--- src/rtl/alu_pkg.sv ---
// Shared constants, ALU control codes and controller state encoding for the
// ALU issue controller slice.
package alu_pkg;

    localparam int ALU_W = 8;
    localparam int RES_W = 9;
    localparam int OP_W  = 4;

    localparam logic [OP_W-1:0] OP_ADD  = 4'h0;
    localparam logic [OP_W-1:0] OP_SUB  = 4'h1;
    localparam logic [OP_W-1:0] OP_MUL  = 4'h2;
    localparam logic [OP_W-1:0] OP_DIV  = 4'h3;
    localparam logic [OP_W-1:0] OP_SHL  = 4'h4;
    localparam logic [OP_W-1:0] OP_SHR  = 4'h5;
    localparam logic [OP_W-1:0] OP_ROL  = 4'h6;
    localparam logic [OP_W-1:0] OP_ROR  = 4'h7;
    localparam logic [OP_W-1:0] OP_AND  = 4'h8;
    localparam logic [OP_W-1:0] OP_OR   = 4'h9;
    localparam logic [OP_W-1:0] OP_XOR  = 4'hA;
    localparam logic [OP_W-1:0] OP_NOR  = 4'hB;
    localparam logic [OP_W-1:0] OP_NAND = 4'hC;
    localparam logic [OP_W-1:0] OP_XNOR = 4'hD;
    localparam logic [OP_W-1:0] OP_EQ   = 4'hE;
    localparam logic [OP_W-1:0] OP_GT   = 4'hF;

    typedef enum logic [1:0] {
        S_IDLE,
        S_EXEC,
        S_CAPT,
        S_RESP
    } state_e;

endpackage

--- src/rtl/alu_issue_ctrl_if.sv ---
// Request/response bus between the requesting engines (master) and the
// ALU issue controller (slave). Signal names are from the controller's view.
interface alu_issue_ctrl_if #(
    parameter int NUM_REQ = 4
);
    import alu_pkg::*;

    localparam int ID_W = $clog2(NUM_REQ);

    logic [NUM_REQ-1:0]       i_req_valid;
    logic [ALU_W*NUM_REQ-1:0] i_req_a;
    logic [ALU_W*NUM_REQ-1:0] i_req_b;
    logic [OP_W*NUM_REQ-1:0]  i_req_op;
    logic [NUM_REQ-1:0]       o_req_ready;
    logic                     o_rsp_valid;
    logic [ID_W-1:0]          o_rsp_id;
    logic [RES_W-1:0]         o_rsp_data;
    logic                     i_rsp_ready;

    modport master (
        output i_req_valid, i_req_a, i_req_b, i_req_op, i_rsp_ready,
        input  o_req_ready, o_rsp_valid, o_rsp_id, o_rsp_data
    );

    modport slave (
        input  i_req_valid, i_req_a, i_req_b, i_req_op, i_rsp_ready,
        output o_req_ready, o_rsp_valid, o_rsp_id, o_rsp_data
    );

endinterface

--- src/rtl/rr_arbiter.sv ---
// Round-robin arbiter: first valid request at or after ptr_i (wrapping) wins.
// The index is always computed; the one-hot grant is gated by grant_en_i.
module rr_arbiter #(
    parameter int NUM_REQ = 4,
    localparam int ID_W   = $clog2(NUM_REQ)
) (
    input  logic [NUM_REQ-1:0] req_i,
    input  logic [ID_W-1:0]    ptr_i,
    input  logic               grant_en_i,
    output logic [NUM_REQ-1:0] grant_o,
    output logic [ID_W-1:0]    idx_o
);

    logic            found;
    logic [ID_W-1:0] cand;

    always_comb begin
        // NOTE: every combinational output gets a default first so no path
        // through the block leaves a value unassigned (which would infer a latch).
        grant_o = '0;
        idx_o   = '0;
        found   = 1'b0;
        cand    = '0;
        for (int off = 0; off < NUM_REQ; off++) begin
            cand = ID_W'((int'(ptr_i) + off) % NUM_REQ);
            if (!found && req_i[cand]) begin
                found = 1'b1;
                idx_o = cand;
            end
        end
        if (grant_en_i && found) begin
            grant_o[idx_o] = 1'b1;
        end
    end

endmodule

--- src/rtl/alu_issue_ctrl.sv ---
// Sequencer sharing one registered ALU between NUM_REQ requesters:
// arbitrate, issue operands, capture the result, return it with the requester id.
module alu_issue_ctrl
    import alu_pkg::*;
#(
    parameter int NUM_REQ = 4,
    localparam int ID_W   = $clog2(NUM_REQ)
) (
    input  logic               i_clk,
    input  logic               i_rst_n,
    alu_issue_ctrl_if.slave    bus,
    output logic [ALU_W-1:0]   o_alu_a,
    output logic [ALU_W-1:0]   o_alu_b,
    output logic [OP_W-1:0]    o_alu_cont,
    input  logic [RES_W-1:0]   i_alu_out,
    output logic               o_busy
);

    state_e             state_q, state_d;
    logic [ID_W-1:0]    ptr_q, ptr_d;
    logic [ID_W-1:0]    id_q, id_d;
    logic [ALU_W-1:0]   a_q, a_d, b_q, b_d;
    logic [OP_W-1:0]    op_q, op_d;
    logic [RES_W-1:0]   rsp_q, rsp_d;
    logic [NUM_REQ-1:0] grant;
    logic [ID_W-1:0]    grant_idx;

    rr_arbiter #(.NUM_REQ(NUM_REQ)) u_arb (
        .req_i      (bus.i_req_valid),
        .ptr_i      (ptr_q),
        .grant_en_i (state_q == S_IDLE),
        .grant_o    (grant),
        .idx_o      (grant_idx)
    );

    always_comb begin
        state_d = state_q;
        ptr_d   = ptr_q;
        id_d    = id_q;
        a_d     = a_q;
        b_d     = b_q;
        op_d    = op_q;
        rsp_d   = rsp_q;
        case (state_q)
            S_IDLE: begin
                if (|grant) begin
                    for (int k = 0; k < NUM_REQ; k++) begin
                        if (grant[k]) begin
                            a_d  = bus.i_req_a[ALU_W*k +: ALU_W];
                            b_d  = bus.i_req_b[ALU_W*k +: ALU_W];
                            op_d = bus.i_req_op[OP_W*k +: OP_W];
                        end
                    end
                    id_d    = grant_idx;
                    ptr_d   = (grant_idx == ID_W'(NUM_REQ - 1)) ? '0 : grant_idx + 1'b1;
                    state_d = S_EXEC;
                end
            end
            S_EXEC: state_d = S_CAPT;
            // The ALU registered the EXEC operands on the last edge.
            S_CAPT: begin
                rsp_d   = i_alu_out;
                state_d = S_RESP;
            end
            S_RESP: begin
                if (bus.i_rsp_ready) begin
                    state_d = S_IDLE;
                end
            end
            default: state_d = S_IDLE;
        endcase
    end

    always_ff @(posedge i_clk or negedge i_rst_n) begin
        if (!i_rst_n) begin
            state_q <= S_IDLE;
            ptr_q   <= '0;
            id_q    <= '0;
            a_q     <= '0;
            b_q     <= '0;
            op_q    <= '0;
            rsp_q   <= '0;
        end else begin
            // NOTE: non-blocking assignments so every register samples the
            // pre-edge values of the others.
            state_q <= state_d;
            ptr_q   <= ptr_d;
            id_q    <= id_d;
            a_q     <= a_d;
            b_q     <= b_d;
            op_q    <= op_d;
            rsp_q   <= rsp_d;
        end
    end

    assign bus.o_req_ready = grant;
    assign bus.o_rsp_valid = (state_q == S_RESP);
    assign bus.o_rsp_id    = id_q;
    assign bus.o_rsp_data  = rsp_q;
    assign o_alu_a         = a_q;
    assign o_alu_b         = b_q;
    assign o_alu_cont      = op_q;
    assign o_busy          = (state_q != S_IDLE);

endmodule

--- src/flat_wrapper.sv ---
// flat-port wrapper written by rule: the top's interface ports become plain ports
module alu_issue_ctrl_flat import alu_pkg::*;
#(
    parameter int NUM_REQ = 4,
    localparam int ID_W   = $clog2(NUM_REQ)
)
  (i_clk, i_rst_n, o_alu_a, o_alu_b, o_alu_cont, i_alu_out, o_busy, bus_i_req_valid, bus_i_req_a, bus_i_req_b, bus_i_req_op, bus_i_rsp_ready, bus_o_req_ready, bus_o_rsp_valid, bus_o_rsp_id, bus_o_rsp_data);
  alu_issue_ctrl_if #(.NUM_REQ(NUM_REQ)) bus_i ();
  input  logic i_clk;
  input  logic i_rst_n;
  output logic [ALU_W-1:0] o_alu_a;
  output logic [ALU_W-1:0] o_alu_b;
  output logic [OP_W-1:0] o_alu_cont;
  input  logic [RES_W-1:0] i_alu_out;
  output logic o_busy;
  input wire logic [$bits(bus_i.i_req_valid)-1:0] bus_i_req_valid;
  input wire logic [$bits(bus_i.i_req_a)-1:0] bus_i_req_a;
  input wire logic [$bits(bus_i.i_req_b)-1:0] bus_i_req_b;
  input wire logic [$bits(bus_i.i_req_op)-1:0] bus_i_req_op;
  input wire logic [$bits(bus_i.i_rsp_ready)-1:0] bus_i_rsp_ready;
  output wire logic [$bits(bus_i.o_req_ready)-1:0] bus_o_req_ready;
  output wire logic [$bits(bus_i.o_rsp_valid)-1:0] bus_o_rsp_valid;
  output wire logic [$bits(bus_i.o_rsp_id)-1:0] bus_o_rsp_id;
  output wire logic [$bits(bus_i.o_rsp_data)-1:0] bus_o_rsp_data;
  assign bus_i.i_req_valid = bus_i_req_valid;
  assign bus_i.i_req_a = bus_i_req_a;
  assign bus_i.i_req_b = bus_i_req_b;
  assign bus_i.i_req_op = bus_i_req_op;
  assign bus_i.i_rsp_ready = bus_i_rsp_ready;
  assign bus_o_req_ready = bus_i.o_req_ready;
  assign bus_o_rsp_valid = bus_i.o_rsp_valid;
  assign bus_o_rsp_id = bus_i.o_rsp_id;
  assign bus_o_rsp_data = bus_i.o_rsp_data;
  alu_issue_ctrl #(.NUM_REQ(NUM_REQ)) u_core (.i_clk(i_clk), .i_rst_n(i_rst_n), .bus(bus_i), .o_alu_a(o_alu_a), .o_alu_b(o_alu_b), .o_alu_cont(o_alu_cont), .i_alu_out(i_alu_out), .o_busy(o_busy));
endmodule
--- config.mk ---
export PLATFORM = sky130hd
export DESIGN_NAME = alu_issue_ctrl_flat
export DESIGN_NICKNAME = d
export VERILOG_FILES = /design/src/rtl/alu_pkg.sv /design/src/rtl/alu_issue_ctrl_if.sv /design/src/rtl/rr_arbiter.sv /design/src/rtl/alu_issue_ctrl.sv /design/src/flat_wrapper.sv
export SDC_FILE = /design/constraint.sdc
export NUM_CORES = 1
export LEC_CHECK = 0
export ABC_AREA = 1
export BUFFER_PORTS_ARGS = -buffer_cell sky130_fd_sc_hd__buf_4
export CAP_MARGIN = 20
export CORE_MARGIN = 1.5
export CORE_UTILIZATION = 48
export CTS_BUF_LIST = sky130_fd_sc_hd__clkbuf_16
export CTS_CLUSTER_DIAMETER = 100
export CTS_CLUSTER_SIZE = 40
export DETAILED_ROUTE_END_ITERATION = 8
export HOLD_SLACK_MARGIN = 0.08
export PLACE_DENSITY = 0.81
export SYNTH_ARGS = -nofsm -noshare
export SYNTH_HDL_FRONTEND = slang
export SYNTH_SLANG_ARGS = --single-unit
--- constraint.sdc ---
create_clock -name i_clk -period 2.59 [get_ports i_clk]
set_input_delay 0.259 -clock i_clk [delete_from_list [all_inputs] [get_ports i_clk]]
set_output_delay 0.259 -clock i_clk [all_outputs]
set_load 0.005 [all_outputs]
== Word-level counts from Yosys, hierarchy flattened ==
Cells that the tools add are included.
Widths: inputs -> output; s select.

* Flip-flop bits (word level): 35
* Word-level logic and storage cells: 73
* Input bits: 96

* Add/subtract/negate cells: 4
* Reductions and logical operators: 15
* $lt $le $gt $ge: 6
* Equal/unequal tests: 6
* Muxes and demuxes: 35

{| class="wikitable"
|+ Operators by type and width
! operator !! number
|-
| $mux 8 || 8
|-
| $mux 4 || 5
|-
| $lt 2x3->1 const B || 5
|-
| $mux 2 || 7
|-
| $mux 1 || 9
|-
| $bmux 1 s2 || 4
|-
| $pmux 2 s4 || 1
|-
| $eq 2x2->1 const B || 3
|-
| $logic_and 1x1->1 || 5
|-
| $add 2x1->2 const B || 2
|-
| $add 2x2->2 const B || 2
|-
| $reduce_and 2->1 || 2
|-
| $reduce_bool 4->1 || 1
|-
| $reduce_or 4->1 || 1
|-
| $logic_not 1->1 || 3
|-
| $reduce_and 3->1 || 1
|-
| $demux 1 s2 || 1
|-
| $eq 2x1->1 const B || 1
|-
| $ge 2x1->1 const B || 1
|-
| $logic_not 2->1 || 1
|-
| $ne 2x1->1 const B || 1
|-
| $ne 2x2->1 const B || 1
|-
| $reduce_bool 2->1 || 1
|}

== Depth between registers and ports, before layout ==
Gate-level depths: netlist of the first run.

* Depth in word-level cells: 21
* Depth in mapped cells: 18

== Cells and area by module ==
A second synthesis of the first run with hierarchy kept.

* Cell total of the unflattened synthesis: 424
* Area, all modules: 2,605.0 µm²

{| class="wikitable"
|+ By module, submodules not included
! module !! instances !! cells an instance !! area an instance (µm²)
|-
| alu_issue_ctrl || 1 || 358 || 2,234.6
|-
| rr_arbiter || 1 || 66 || 370.4
|}

== Worst setup path before layout of the first run ==
No wires, ideal clock.

* Kind: register to register
* From: register u_core.ptr_q[0]
* To: register u_core.a_q[0] (netlist: u_core.o_alu_a[0])
* Clock period less this slack: 2.293 ns
* Path slack: 0.297 ns
* Buffers on the path: 2
* Arrival time: 2.228 ns
* Cell stages (with the launch flop): 17
* Path through: dfrtp_1 buf_4 nand2_1 o21ai_1 o21ai_1 nand3_1 o211ai_1 nand2_1 inv_1 ha_1 clkbuf_1 nand4_1 nand2_1 clkinv_1 nand2_1 nand2_1 nand2_1

* Cells in the longest elaborated chain, start to end: 20
* Elaborated cells between the ends (all ways): 38
* Classes of those cells: add/sub (3); order compare (2); mux (22); reduce/logical (11)

{| class="wikitable"
|+ RTL lines
! element !! line !! text
|-
| from (decl) || alu_issue_ctrl.sv:20 || <nowiki>logic [ID_W-1:0] ptr_q, ptr_d;</nowiki>
|-
| from (signal assigned) || alu_issue_ctrl.sv:87 || <nowiki>ptr_q <= ptr_d;</nowiki>
|-
| parallel branches: the longest is 11 deep, another holds $add 2x1->2 || -- ||
|-
| $mux 2 * || rr_arbiter.sv:26 || <nowiki>if (!found && req_i[cand]) begin</nowiki>
|-
| named net u_core.grant_idx[1] || alu_issue_ctrl.sv:26 || <nowiki>logic [ID_W-1:0] grant_idx;</nowiki>
|-
| $lt 2x3->1 (implied by the code) or $ge 2x1->1 (tied branches) || rr_arbiter.sv:32 || <nowiki>grant_o[idx_o] = 1'b1;</nowiki>
|-
| $logic_and 1x1->1 (implied by the code) || rr_arbiter.sv:32 ||
|-
| $mux 1 (implied by the code) || rr_arbiter.sv:32 ||
|-
| $demux 1 s2 * || rr_arbiter.sv:32 ||
|-
| $mux 4 * || rr_arbiter.sv:31 || <nowiki>if (grant_en_i && found) begin</nowiki>
|-
| $mux 8 (3 in a row) || alu_issue_ctrl.sv:48 || <nowiki>if (grant[k]) begin</nowiki>
|-
| to (signal assigned) || alu_issue_ctrl.sv:79 || <nowiki>a_q <= '0;</nowiki>
|-
| to (signal assigned) || alu_issue_ctrl.sv:89 || <nowiki>a_q <= a_d;</nowiki>
|-
| to (decl) || alu_issue_ctrl.sv:22 || <nowiki>logic [ALU_W-1:0] a_q, a_d, b_q, b_d;</nowiki>
|}

Mark *: on every way through the listed nets, which the timed path passes. The select of a mux whose other input is x is not followed.
A chain may end at the register's enable or synchronous reset.

== Worst setup path after layout of the first run ==
* From: register u_core.ptr_q[0]
* To: output bus_o_req_ready[3]

* Cells in the longest elaborated chain, start to end: 17
* Elaborated cells between the ends (all ways): 32
* Classes of those cells: add/sub (3); order compare (2); mux (19); reduce/logical (8)

{| class="wikitable"
|+ RTL lines
! element !! line !! text
|-
| parallel branches: the longest is 11 deep, another holds $add 2x1->2 || -- ||
|-
| $mux 2 * || rr_arbiter.sv:26 ||
|-
| named net u_core.grant_idx[1] || alu_issue_ctrl.sv:26 ||
|-
| $lt 2x3->1 (implied by the code) or $ge 2x1->1 (tied branches) || rr_arbiter.sv:32 ||
|-
| $logic_and 1x1->1 (implied by the code) || rr_arbiter.sv:32 ||
|-
| $mux 1 (implied by the code) || rr_arbiter.sv:32 ||
|-
| $demux 1 s2 * || rr_arbiter.sv:32 ||
|-
| $mux 4 * || rr_arbiter.sv:31 ||
|-
| to (decl) || flat_wrapper.sv:21 || <nowiki>output wire logic [$bits(bus_i.o_req_ready)-1:0] bus_o_req_ready;</nowiki>
|}

Marks and branches as above.

==> impl_metrics.env, run 1 <==
export IMPL_status="complete, but fails checks"
export IMPL_violations="negative setup slack"
export IMPL_cp_max_fo=6
export IMPL_tns_ns=-0.06109
export IMPL_hold_start="i_alu_out[5]"
export IMPL_start_kind="flop"
export IMPL_numCtsBuffers=5
export IMPL_reg2reg_depth=17
export IMPL_internal_power_w=0.003698
export IMPL_whs_ns=0.1755
export IMPL_hp_class="primary input to flop"
export IMPL_dp_hpwl_um=6494
export IMPL_routedWlPerCell_um=14.77
export IMPL_rows=27
export IMPL_synth_cell_type_count=25
export IMPL_cp_common_cell="nand2_2"
export IMPL_drtPass1Iterations=5
export IMPL_ir_drop_mv=0.9323
export IMPL_synth_compound_area_share=0.06242
export IMPL_start_util=0.5076
export IMPL_reg2reg_to="u_core.o_alu_b[6]"
export IMPL_root_buffer="clkbuf_16"
export IMPL_diodes=0
export IMPL_drtAntennaViolNets=0
export IMPL_antenna_found_initial=0
export IMPL_drv_cap=0
export IMPL_seqPwrFrac=0.145
export IMPL_syn_nets=570
export IMPL_clk_latency_ns=0.28
export IMPL_hold_path_endpoint="u_core.bus.o_rsp_data[5]"
export IMPL_switchingPower_w=0.003594
export IMPL_core_area_um2=5608
export IMPL_clockPowerShare=0.078
export IMPL_finish_utilization=0.7947
export IMPL_io_buffers=132
export IMPL_die_h_um=80.01
export IMPL_r2r_slack_ns=0.01
export IMPL_slowest_stage="dfrtp_2"
export IMPL_critPathArrivalTime_ns=2.37
export IMPL_drt_iter0_drc=240
export IMPL_hold_viol_final=0
export IMPL_crit_family="simple AND/OR/NAND/NOR gates"
export IMPL_clock_sinks=35
export IMPL_dpl_cell_count=664
export IMPL_fillers=385
export IMPL_ys_top_cells_by_area="dfrtp_1, nand2_1, nand4_1, inv_1, nand3_1"
export IMPL_synthAdderAreaFrac=0.03077
export IMPL_drc=0
export IMPL_cts_tree="built"
export IMPL_grt_pass1_vias=3210
export IMPL_wirelength_um=10210
export IMPL_ctsHtreeMaxLevel=2
export IMPL_syn_instance_count=467
export IMPL_power_density_nw_per_um2=1636
export IMPL_combPwrFrac=0.776
export IMPL_syn_area_um2=2846
export IMPL_yosysSeqAreaShare=0.3077
export IMPL_multiInputGateArea_um2=1648
export IMPL_finalNonFillerCells=691
export IMPL_max_freq_mhz=380.6
export IMPL_relSlewSlack=0.6694
export IMPL_die_area_um2=6401
export IMPL_final_common_cell="nand2_1"
export IMPL_seq_area_um2=878.3
export IMPL_p_leak_nw=2.652
export IMPL_ys_seq_elements=35
export IMPL_area_delta_synth_final_pct=56.57
export IMPL_endpoint_kind="output pin"
export IMPL_r2r_start="u_core.ptr_q[0]"
export IMPL_crit_buf_inv=5
export IMPL_setup_viol=2
export IMPL_rsz0062_at_grt="true"
export IMPL_die_w_um=80.01
export IMPL_place_gp_congestion=0.9163
export IMPL_grt_pass1_wl_um=14660
export IMPL_tightestPinTransition_ns=0.4959
export IMPL_clockBufferDepth=2
export IMPL_io_pins=133
export IMPL_synth_area_mux_share=0
export IMPL_grt_ovfl_total=0
export IMPL_path_clk_slew_ns=0.06
export IMPL_nets=722
export IMPL_worst_slack_ns=-0.03714
export IMPL_mostFrequentLayoutCells="nand2_1, buf_4, inv_1"
export IMPL_track_usage=0.2912
export IMPL_layout_worst_path_cycle_share=1.014
export IMPL_yosys_warnings=0
export IMPL_cp_slowest_stage_delay_ns=0.45
export IMPL_vias_per_cell=5.304
export IMPL_fin_skew_ns=0.006545
export IMPL_min_period_ns=2.627
export IMPL_avgSynthCellArea_um2=6.095
export IMPL_synth_top_family_by_area="simple AND/OR/NAND/NOR gates"
export IMPL_p_sw_frac=0.4929
export IMPL_slew_viol_final=0
export IMPL_synth_xor_area_frac=0
export IMPL_synth_top_cell_area_share=0.3077
export IMPL_min_path_cells=3
export IMPL_num_vias=3665
export IMPL_grt_max_degree=36
export IMPL_critical_path_class="flop to output pin"
export IMPL_crit_chain="buf_6 -> nand2_2 -> nand2_2 -> nand2_2 -> nand2_2 -> nor2_4 -> nand2_2 -> o211ai_1 -> nand2_1 -> inv_2 -> ha_4 -> nand3_4 -> buf_12 -> clkinv_4 -> buf_6"
export IMPL_drive_gt1_frac=0.3570
export IMPL_worstPathRequired_ns=2.33
export IMPL_synth_area_leader_cell="dfrtp_1"
export IMPL_yosys_area_share_simple=0.4400
==> layout make-up <==
type / count / share of cell area
Clock buffer: 5 / 0.02807
Multi-Input combinational cell: 323 / 0.3697
Clock inverter: 2 / 0.001965
Sequential cell: 35 / 0.1971
Timing Repair Buffer: 174 / 0.3127
Inverter: 80 / 0.07019
Tap cell: 72 / 0.02021
==> metal layers <==
layer	wire length [µm]	vias up	share of wire	global-route usage
met5	0	-	0	0
met4	249	0	0.024	0.09655
met3	1091	27	0.11	0.06629
met2	5011	241	0.49	0.4983
met1	3856	1636	0.38	0.3589
li1	-	1761	-	-
==> state kept, by name, summed over array words and instances, names as in the netlist <==
signal                 flops
u_core.o_alu_cont          4
u_core.state_q             2
u_core.o_alu_a             8
u_core.o_alu_b             8
u_core.ptr_q               2
u_core.bus.o_rsp_data      9
u_core.bus.o_rsp_id        2
==> Yosys cell counts <==
cell type	instances
nand2_1	186
inv_1	57
nand4_1	41
dfrtp_1	35
nand3_1	31
a21oi_1	20
clkinv_1	20
nor2_1	20
buf_2	11
clkbuf_1	9
ha_1	7
buf_4	4
o21ai_1	4
buf_1	3
inv_2	3
buf_6	2
nand2_2	2
nand3_2	2
o211ai_2	2
o21a_1	2
o21ai_0	2
and3_1	1
nand3_4	1
nor2_4	1
o211ai_1	1
==> logic make-up after synthesis <==
group,count (synthesis)
fa+ha+maj,7
compound gates,31
flops,35
simple gates,285
buf+inv,109
==> worst max path at each step <==
stage	from	endpoint	slack [ns]	depth (start not counted)
after global routing	u_core.ptr_q[0]	bus_o_req_ready[2]	-0.12	15
after global placement	u_core.ptr_q[0]	u_core.state_q[0]	0.09	16
after floorplan	u_core.ptr_q[0]	u_core.o_alu_a[0]	0.30	16
final	u_core.ptr_q[0]	bus_o_req_ready[3]	-0.04	15
after detailed placement	u_core.ptr_q[0]	u_core.state_q[1]	0.009	16
after CTS	u_core.ptr_q[0]	bus_o_req_ready[2]	-0.03	15
==> worst register-to-register path, stage by stage (launching register included) <==
cell	delay, ns
dfrtp_2	0.45
buf_6	0.15
nand2_2	0.05
nand2_2	0.06
nand2_2	0.07
nand2_2	0.08
nor2_4	0.14
nand2_2	0.08
o211ai_1	0.18
nand2_1	0.13
buf_4	0.16
ha_4	0.18
o211ai_4	0.27
nand2_2	0.14
inv_4	0.12
buf_6	0.13
nand2_1	0.07
nand2_1	0.07
==> power groups by stage <==
stage / combinational, W / clock, W / sequential (W)
2_1_floorplan: 0.00302 / 0 / 0.00104
3_3_place_gp: 0.00443 / 0 / 0.00104
3_5_place_dp: 0.00455 / 0 / 0.00104
4_1_cts: 0.00487 / 0.000576 / 0.00105
5_1_grt: 0.00618 / 0.000599 / 0.00109
6_report: 0.00566 / 0.000571 / 0.00106
==> stage by stage <==
stage | setup WS [ns] | area [µm²] | total power [W]
2_1_floorplan | 0.2973 | 2846 | 0.004064
3_3_place_gp | 0.08824 | 3968 | 0.005464
3_5_place_dp | 0.009480 | 3968 | 0.005591
4_1_cts | -0.02553 | 4229 | 0.006490
5_1_grt | -0.1158 | 4457 | 0.007868
6_report | -0.03714 | 4457 | 0.007291
==> repair_timing <==
item                       CTS  global route
hold endpoints to repair    35             0
gates cloned                 1             2
resized for setup           10            44
setup buffers                6            10
pin swaps                    2            12
hold buffers                 1             0
setup endpoints to repair    5            30
(Power assumes the default switching activity.)
==> run 2: changes to the inputs <==
--- a/config.mk
+++ b/config.mk
@@ -9,13 +9,14 @@
 export BUFFER_PORTS_ARGS = -buffer_cell sky130_fd_sc_hd__buf_4
 export CAP_MARGIN = 20
 export CORE_MARGIN = 1.5
-export CORE_UTILIZATION = 48
+export CORE_UTILIZATION = 46
 export CTS_BUF_LIST = sky130_fd_sc_hd__clkbuf_16
 export CTS_CLUSTER_DIAMETER = 100
 export CTS_CLUSTER_SIZE = 40
 export DETAILED_ROUTE_END_ITERATION = 8
 export HOLD_SLACK_MARGIN = 0.08
-export PLACE_DENSITY = 0.81
+export PLACE_DENSITY = 0.8
 export SYNTH_ARGS = -nofsm -noshare
 export SYNTH_HDL_FRONTEND = slang
+export SYNTH_HIERARCHICAL = 1
 export SYNTH_SLANG_ARGS = --single-unit
==> impl_metrics.env, run 2 <==
export IMPL_track_usage=0.2595
export IMPL_place_gp_congestion=0.8477
export IMPL_synthFlopType="dfrtp_1"
export IMPL_cts_tree="built"
export IMPL_dpl_cell_count=620
export IMPL_drtAntennaViolNets=0
export IMPL_grt_pass1_vias=2846
export IMPL_num_vias=2955
export IMPL_io_buffers=132
export IMPL_io_pins=133
export IMPL_yosys_warnings=6
export IMPL_relSlewSlack=0.5565
export IMPL_internal_power_w=0.002556
export IMPL_max_freq_mhz=424.3
export IMPL_rsz0062_at_grt="false"
export IMPL_p_leak_nw=2.398
export IMPL_dp_hpwl_um=5894
export IMPL_grt_most_used_layer="met2"
export IMPL_status="completed"
export IMPL_grtUsageMet3=0.06279
export IMPL_syn_area_um2=2605
export IMPL_rows=27
export IMPL_hold_viol_final=0
export IMPL_drc=0
export IMPL_syn_nets=525
export IMPL_tightestPinTransition_ns=0.6646
export IMPL_final_common_cell="nand2_1"
export IMPL_vias_per_cell=4.698
export IMPL_clock_sinks=35
export IMPL_area_delta_synth_final_pct=48.03
export IMPL_grtUsageMet1=0.3204
export IMPL_nets=657
export IMPL_start_kind="flop"
export IMPL_root_buffer="clkbuf_16"
export IMPL_ys_top_cells_by_area="dfrtp_1, nand2_1, inv_1, nor2_1, nand3_1"
export IMPL_wirelength_um=7606
export IMPL_drive_gt1_frac=0.3268
export IMPL_cp_common_cell="nand2_2"
export IMPL_endpoint_kind="output pin"
export IMPL_start_util=0.4760
export IMPL_ir_drop_mv=0.8024
export IMPL_die_w_um=78.26
export IMPL_avgSynthCellArea_um2=6.144
export IMPL_synthArstFlopShare=1.000
export IMPL_crit_buf_inv=3
export IMPL_worst_slack_ns=0.2333
export IMPL_p_sw_frac=0.4629
export IMPL_grt_max_degree=36
export IMPL_finalNonFillerCells=629
export IMPL_hp_class="primary input to flop"
export IMPL_clockPowerShare=0.144
export IMPL_grt_ovfl_total=0
export IMPL_crit_chain="inv_6 -> nand2_1 -> nand2_2 -> nand2_2 -> nand2_4 -> nor2_8 -> nand2_1 -> nand3_2 -> nand2_2 -> nand2_2 -> nor2_2 -> buf_4 -> buf_4"
export IMPL_slowest_stage="dfrtp_2"
export IMPL_diodes=0
export IMPL_power_density_nw_per_um2=1234
export IMPL_die_h_um=78.26
export IMPL_routedWlPerCell_um=12.09
export IMPL_switchingPower_w=0.002203
export IMPL_setup_viol=0
export IMPL_ys_seq_elements=35
export IMPL_fin_skew_ns=0.004500
export IMPL_core_area_um2=5473
export IMPL_die_area_um2=6124
export IMPL_cp_max_fo=11
export IMPL_drtPass1Iterations=5
export IMPL_synth_cell_type_count=25
export IMPL_mostFrequentLayoutCells="nand2_1, buf_4, inv_1"
export IMPL_synth_edf_count=0
export IMPL_clockBufferDepth=2
export IMPL_synth_top_cell_area_share=0.3362
export IMPL_seqPwrFrac=0.214
export IMPL_whs_ns=0.1859
export IMPL_syn_instance_count=424
export IMPL_tns_ns=0
export IMPL_largest_reg_flops=9
export IMPL_numCtsBuffers=5
export IMPL_synth_area_leader_cell="dfrtp_1"
export IMPL_slew_viol_final=0
export IMPL_antenna_found_initial=0
export IMPL_fillers=477
export IMPL_seq_area_um2=877.1
export IMPL_ys_top_cells_by_count="nand2_1, inv_1, nor2_1, dfrtp_1, nand3_1"
export IMPL_clk_latency_ns=0.28
export IMPL_layout_worst_path_cycle_share=0.9099
export IMPL_post_place_ws_ns=0.1896
export IMPL_met2_usage=0.4470
export IMPL_cp_slowest_stage_delay_ns=0.50
export IMPL_worstPathRequired_ns=2.33
export IMPL_drv_cap=0
export IMPL_critPathArrivalTime_ns=2.10
export IMPL_path_clk_slew_ns=0.06
export IMPL_grt_pass1_wl_um=12680
export IMPL_multiInputGateArea_um2=1390
export IMPL_min_period_ns=2.357
export IMPL_ctsHtreeMaxLevel=2
export IMPL_yosysMostFrequentCell="nand2_1"
export IMPL_crit_family="simple AND/OR/NAND/NOR gates"
export IMPL_power_w=0.004759
export IMPL_critical_path_class="flop to output pin"
export IMPL_drt_iter0_drc=186
export IMPL_yosysSeqAreaShare=0.3362
export IMPL_combPwrFrac=0.641
==> run 2: area by class of cell <==
class	instances	share of cell area
Clock inverter	3	0.01136
Clock buffer	5	0.03245
Timing Repair Buffer	143	0.2823
Multi-Input combinational cell	308	0.3605
Inverter	63	0.06262
Tap cell	72	0.02336
Sequential cell	35	0.2274
==> run 2: routing by layer <==
layer  part of all wire  wire, µm
met5                  0         0
met4              0.015       116
met3              0.074       565
met2               0.50      3812
met1               0.41      3112
==> run 2: through the flow <==
step	cell area, µm²	util
finish	3856	0.7046
global route	3856	0.7046
CTS	3855	0.7044
detailed placement	3676	0.6717
global placement	3676	0.6717
floorplan	2605	-
==> run 2: final timing paths <==
kind | start | endpoint | slack (ns) | cells after the start
max in group asynchronous | i_rst_n | u_core/ptr_q[0] | 1.76 | 2
hold / removal | i_alu_out[0] | u_core/bus.o_rsp_data[0] | 0.19 | 3
hold reg to reg | u_core/bus.o_rsp_id[1] | u_core/bus.o_rsp_id[1] | 0.47 | 2
min in group asynchronous | i_rst_n | u_core/bus.o_rsp_data[1] | 0.48 | 2
setup / recovery | u_core/ptr_q[0] | bus_o_req_ready[2] | 0.23 | 13
setup reg to reg | u_core/ptr_q[0] | u_core/o_alu_cont[3] | 0.24 | 15
==> run 2: tightest hold or removal path, stage by stage <==
cell     delay, ns
buf_4         0.08
nand2_1       0.04
nand2_1       0.05
==> run 2: timing repair <==
action / 4_1_cts / 5_1_grt
hold buffers: 1 / 0
setup endpoints to repair: 0 / 24
hold endpoints to repair: 35 / 0
resized for setup: 0 / 1
setup buffers: 0 / 0
==> run 2: power groups by stage <==
stage          Combinational [W]  Sequential, W  Clock (W)
4_1_cts                  0.00306        0.00102   0.000701
6_report                 0.00305        0.00102   0.000687
2_1_floorplan            0.00202        0.00100          0
5_1_grt                  0.00347        0.00106   0.000731
3_5_place_dp             0.00304        0.00102          0
3_3_place_gp             0.00294        0.00101          0
==> run 2: logic make-up (layout without fill, tap and decap cells) <==
| group | after synthesis | in the layout | synth area share |
|---|---|---|---|
| AOI/OAI and AO/OA | 26 | 26 | 0.05332 |
| DFF | 35 | 35 | 0.3362 |
| buffers and inverters | 81 | 214 | 0.1330 |
| adders and majority gates | 5 | 5 | 0.02402 |
| and+or+nand+nor | 277 | 277 | 0.4534 |
==> run 3: changes to the inputs <==
--- a/config.mk
+++ b/config.mk
@@ -8,7 +8,6 @@
 export ABC_AREA = 1
 export BUFFER_PORTS_ARGS = -buffer_cell sky130_fd_sc_hd__buf_4
 export CAP_MARGIN = 20
-export CORE_MARGIN = 1.5
 export CORE_UTILIZATION = 46
 export CTS_BUF_LIST = sky130_fd_sc_hd__clkbuf_16
 export CTS_CLUSTER_DIAMETER = 100
==> impl_metrics.env, run 3 (same netlist as run 2, synthesis figures left out) <==
export IMPL_place_gp_congestion=0.8491
export IMPL_hold_start="i_alu_out[2]"
export IMPL_slowest_stage="dfrtp_2"
export IMPL_layout_worst_path_cycle_share=0.9525
export IMPL_track_usage=0.2630
export IMPL_reg2reg_depth=16
export IMPL_ir_drop_mv=0.6604
export IMPL_final_common_cell="nand2_1"
export IMPL_p_sw_frac=0.4846
export IMPL_ctsHtreeMaxLevel=2
export IMPL_critPathArrivalTime_ns=2.21
export IMPL_seqPwrFrac=0.206
export IMPL_crit_chain="inv_6 -> nand2_1 -> nand2_2 -> nand2_1 -> o21ai_1 -> inv_1 -> nand3_4 -> nand2_2 -> nand2_2 -> nand2_2 -> nor2_4 -> buf_8 -> buf_4"
export IMPL_fillers=453
export IMPL_dpl_cell_count=615
export IMPL_drive_gt1_frac=0.3363
export IMPL_grt_max_degree=46
export IMPL_diodes=0
export IMPL_drt_iter0_drc=246
export IMPL_seq_area_um2=877.1
export IMPL_rows=27
export IMPL_wirelength_um=8196
export IMPL_cts_tree="built"
export IMPL_finish_utilization=0.7140
export IMPL_grt_ovfl_total=0
export IMPL_io_buffers=132
export IMPL_num_vias=3134
export IMPL_clockBufferDepth=2
export IMPL_reg2reg_to="u_core/o_alu_b[3]"
export IMPL_core_area_um2=5473
export IMPL_root_buffer="clkbuf_16"
export IMPL_setup_viol=0
export IMPL_worstPathRequired_ns=2.33
export IMPL_worstSetupStartpoint="u_core/ptr_q[0]"
export IMPL_area_delta_synth_final_pct=50.00
export IMPL_start_util=0.4760
export IMPL_cp_max_fo=21
export IMPL_die_area_um2=5968
export IMPL_start_kind="flop"
export IMPL_fin_skew_ns=0.003574
export IMPL_endpoint_kind="output pin"
export IMPL_slew_viol_final=0
export IMPL_clk_latency_ns=0.28
export IMPL_design_area_um2=3908
export IMPL_grt_pass1_vias=2783
export IMPL_min_period_ns=2.467
export IMPL_vias_per_cell=4.967
export IMPL_power_w=0.004957
export IMPL_tightestPinTransition_ns=0.4898
export IMPL_endpoint="bus_o_req_ready[2]"
export IMPL_cp_common_cell="nand2_2"
export IMPL_antenna_found_initial=0
export IMPL_nets=659
export IMPL_clockPowerShare=0.139
export IMPL_cp_slowest_stage_delay_ns=0.50
export IMPL_grt_pass1_wl_um=12480
export IMPL_r2r_slack_ns=0.13
export IMPL_critical_path_class="flop to output pin"
export IMPL_rsz0062_at_grt="true"
export IMPL_routedWlPerCell_um=12.99
export IMPL_switchingPower_w=0.002402
export IMPL_tns_ns=0
export IMPL_finalNonFillerCells=631
export IMPL_internal_power_w=0.002555
export IMPL_largest_reg_flops=9
export IMPL_clock_sinks=35
export IMPL_numCtsBuffers=5
export IMPL_min_path_cells=3
export IMPL_status="completed"
export IMPL_path_clk_slew_ns=0.06
export IMPL_mostFrequentLayoutCells="nand2_1, buf_4, inv_1"
export IMPL_io_pins=133
export IMPL_r2r_start="u_core/ptr_q[0]"
export IMPL_drtPass1Iterations=5
export IMPL_drtAntennaViolNets=0
export IMPL_power_density_nw_per_um2=1269
export IMPL_max_freq_mhz=405.3
export IMPL_p_leak_nw=2.388
export IMPL_multiInputGateArea_um2=1428
export IMPL_die_w_um=77.26
export IMPL_die_h_um=77.26
export IMPL_dp_hpwl_um=5594
export IMPL_combPwrFrac=0.655
export IMPL_hp_class="primary input to flop"
export IMPL_placed_cell_area_um2=3626
export IMPL_drv_cap=0
export IMPL_relSlewSlack=0.6735
export IMPL_drc=0
export IMPL_hold_viol_final=0
==> run 3: worst min path at each step <==
stage / slack [ns] / to
6_report: 0.18 / u_core/bus.o_rsp_data[2]
2_1_floorplan: -0.04 / u_core/bus.o_rsp_data[0]
4_1_cts: 0.18 / u_core/bus.o_rsp_data[7]
5_1_grt: 0.18 / u_core/bus.o_rsp_data[1]
3_5_place_dp: 0.24 / u_core/bus.o_rsp_data[1]
3_3_place_gp: 0.24 / u_core/bus.o_rsp_data[1]
==> run 3: timing repair <==
item / CTS / global route
hold buffers: 1 / 0
endpoints found under the hold margin: 35 / 0
resized for setup: 0 / 14
buffers inserted: 0 / 3
endpoints found under the setup margin: 0 / 27
==> run 3: per-stage QoR <==
stage                     hold WS (ns)  setup slack (ns)
after CTS                       0.1802           0.01109
after floorplan               -0.03659            0.4902
final                           0.1824            0.1230
after global placement          0.2372            0.1140
after global routing            0.1810          -0.06100
after detailed placement        0.2387           0.03463
==> run 3: power groups by stage <==
stage               Clock, W  Sequential (W)  Combinational, W
floorplan                  0         0.00100           0.00202
global placement           0         0.00101           0.00285
detailed placement         0         0.00102           0.00294
CTS                 0.000698         0.00102           0.00296
global route        0.000719         0.00105           0.00361
finish              0.000691         0.00102           0.00325
==> run 3: final cells by class <==
| type | count | area share |
|---|---|---|
| Timing Repair inverter | 3 | 0.005764 |
| Clock inverter | 3 | 0.01121 |
| Inverter | 63 | 0.06468 |
| Multi-Input combinational cell | 309 | 0.3654 |
| Clock buffer | 5 | 0.03202 |
| Tap cell | 72 | 0.02305 |
| Sequential cell | 35 | 0.2245 |
| Timing Repair Buffer | 141 | 0.2735 |
==> run 3: routing by layer <==
metal,routed length (µm),part of all wire,GRT usage
met5,0,0,0
met4,172,0.021,0.09245
met3,639,0.078,0.04524
met2,4071,0.50,0.4611
met1,3313,0.40,0.3220
==> run 3: critical path: cells and delay by family (launching register included) <==
kind                   cells  cell delay, ns
AOI/OAI and AO/OA          1            0.12
DFF                        1            0.50
and+or+nand+nor            8            0.74
buffers and inverters      4            0.57
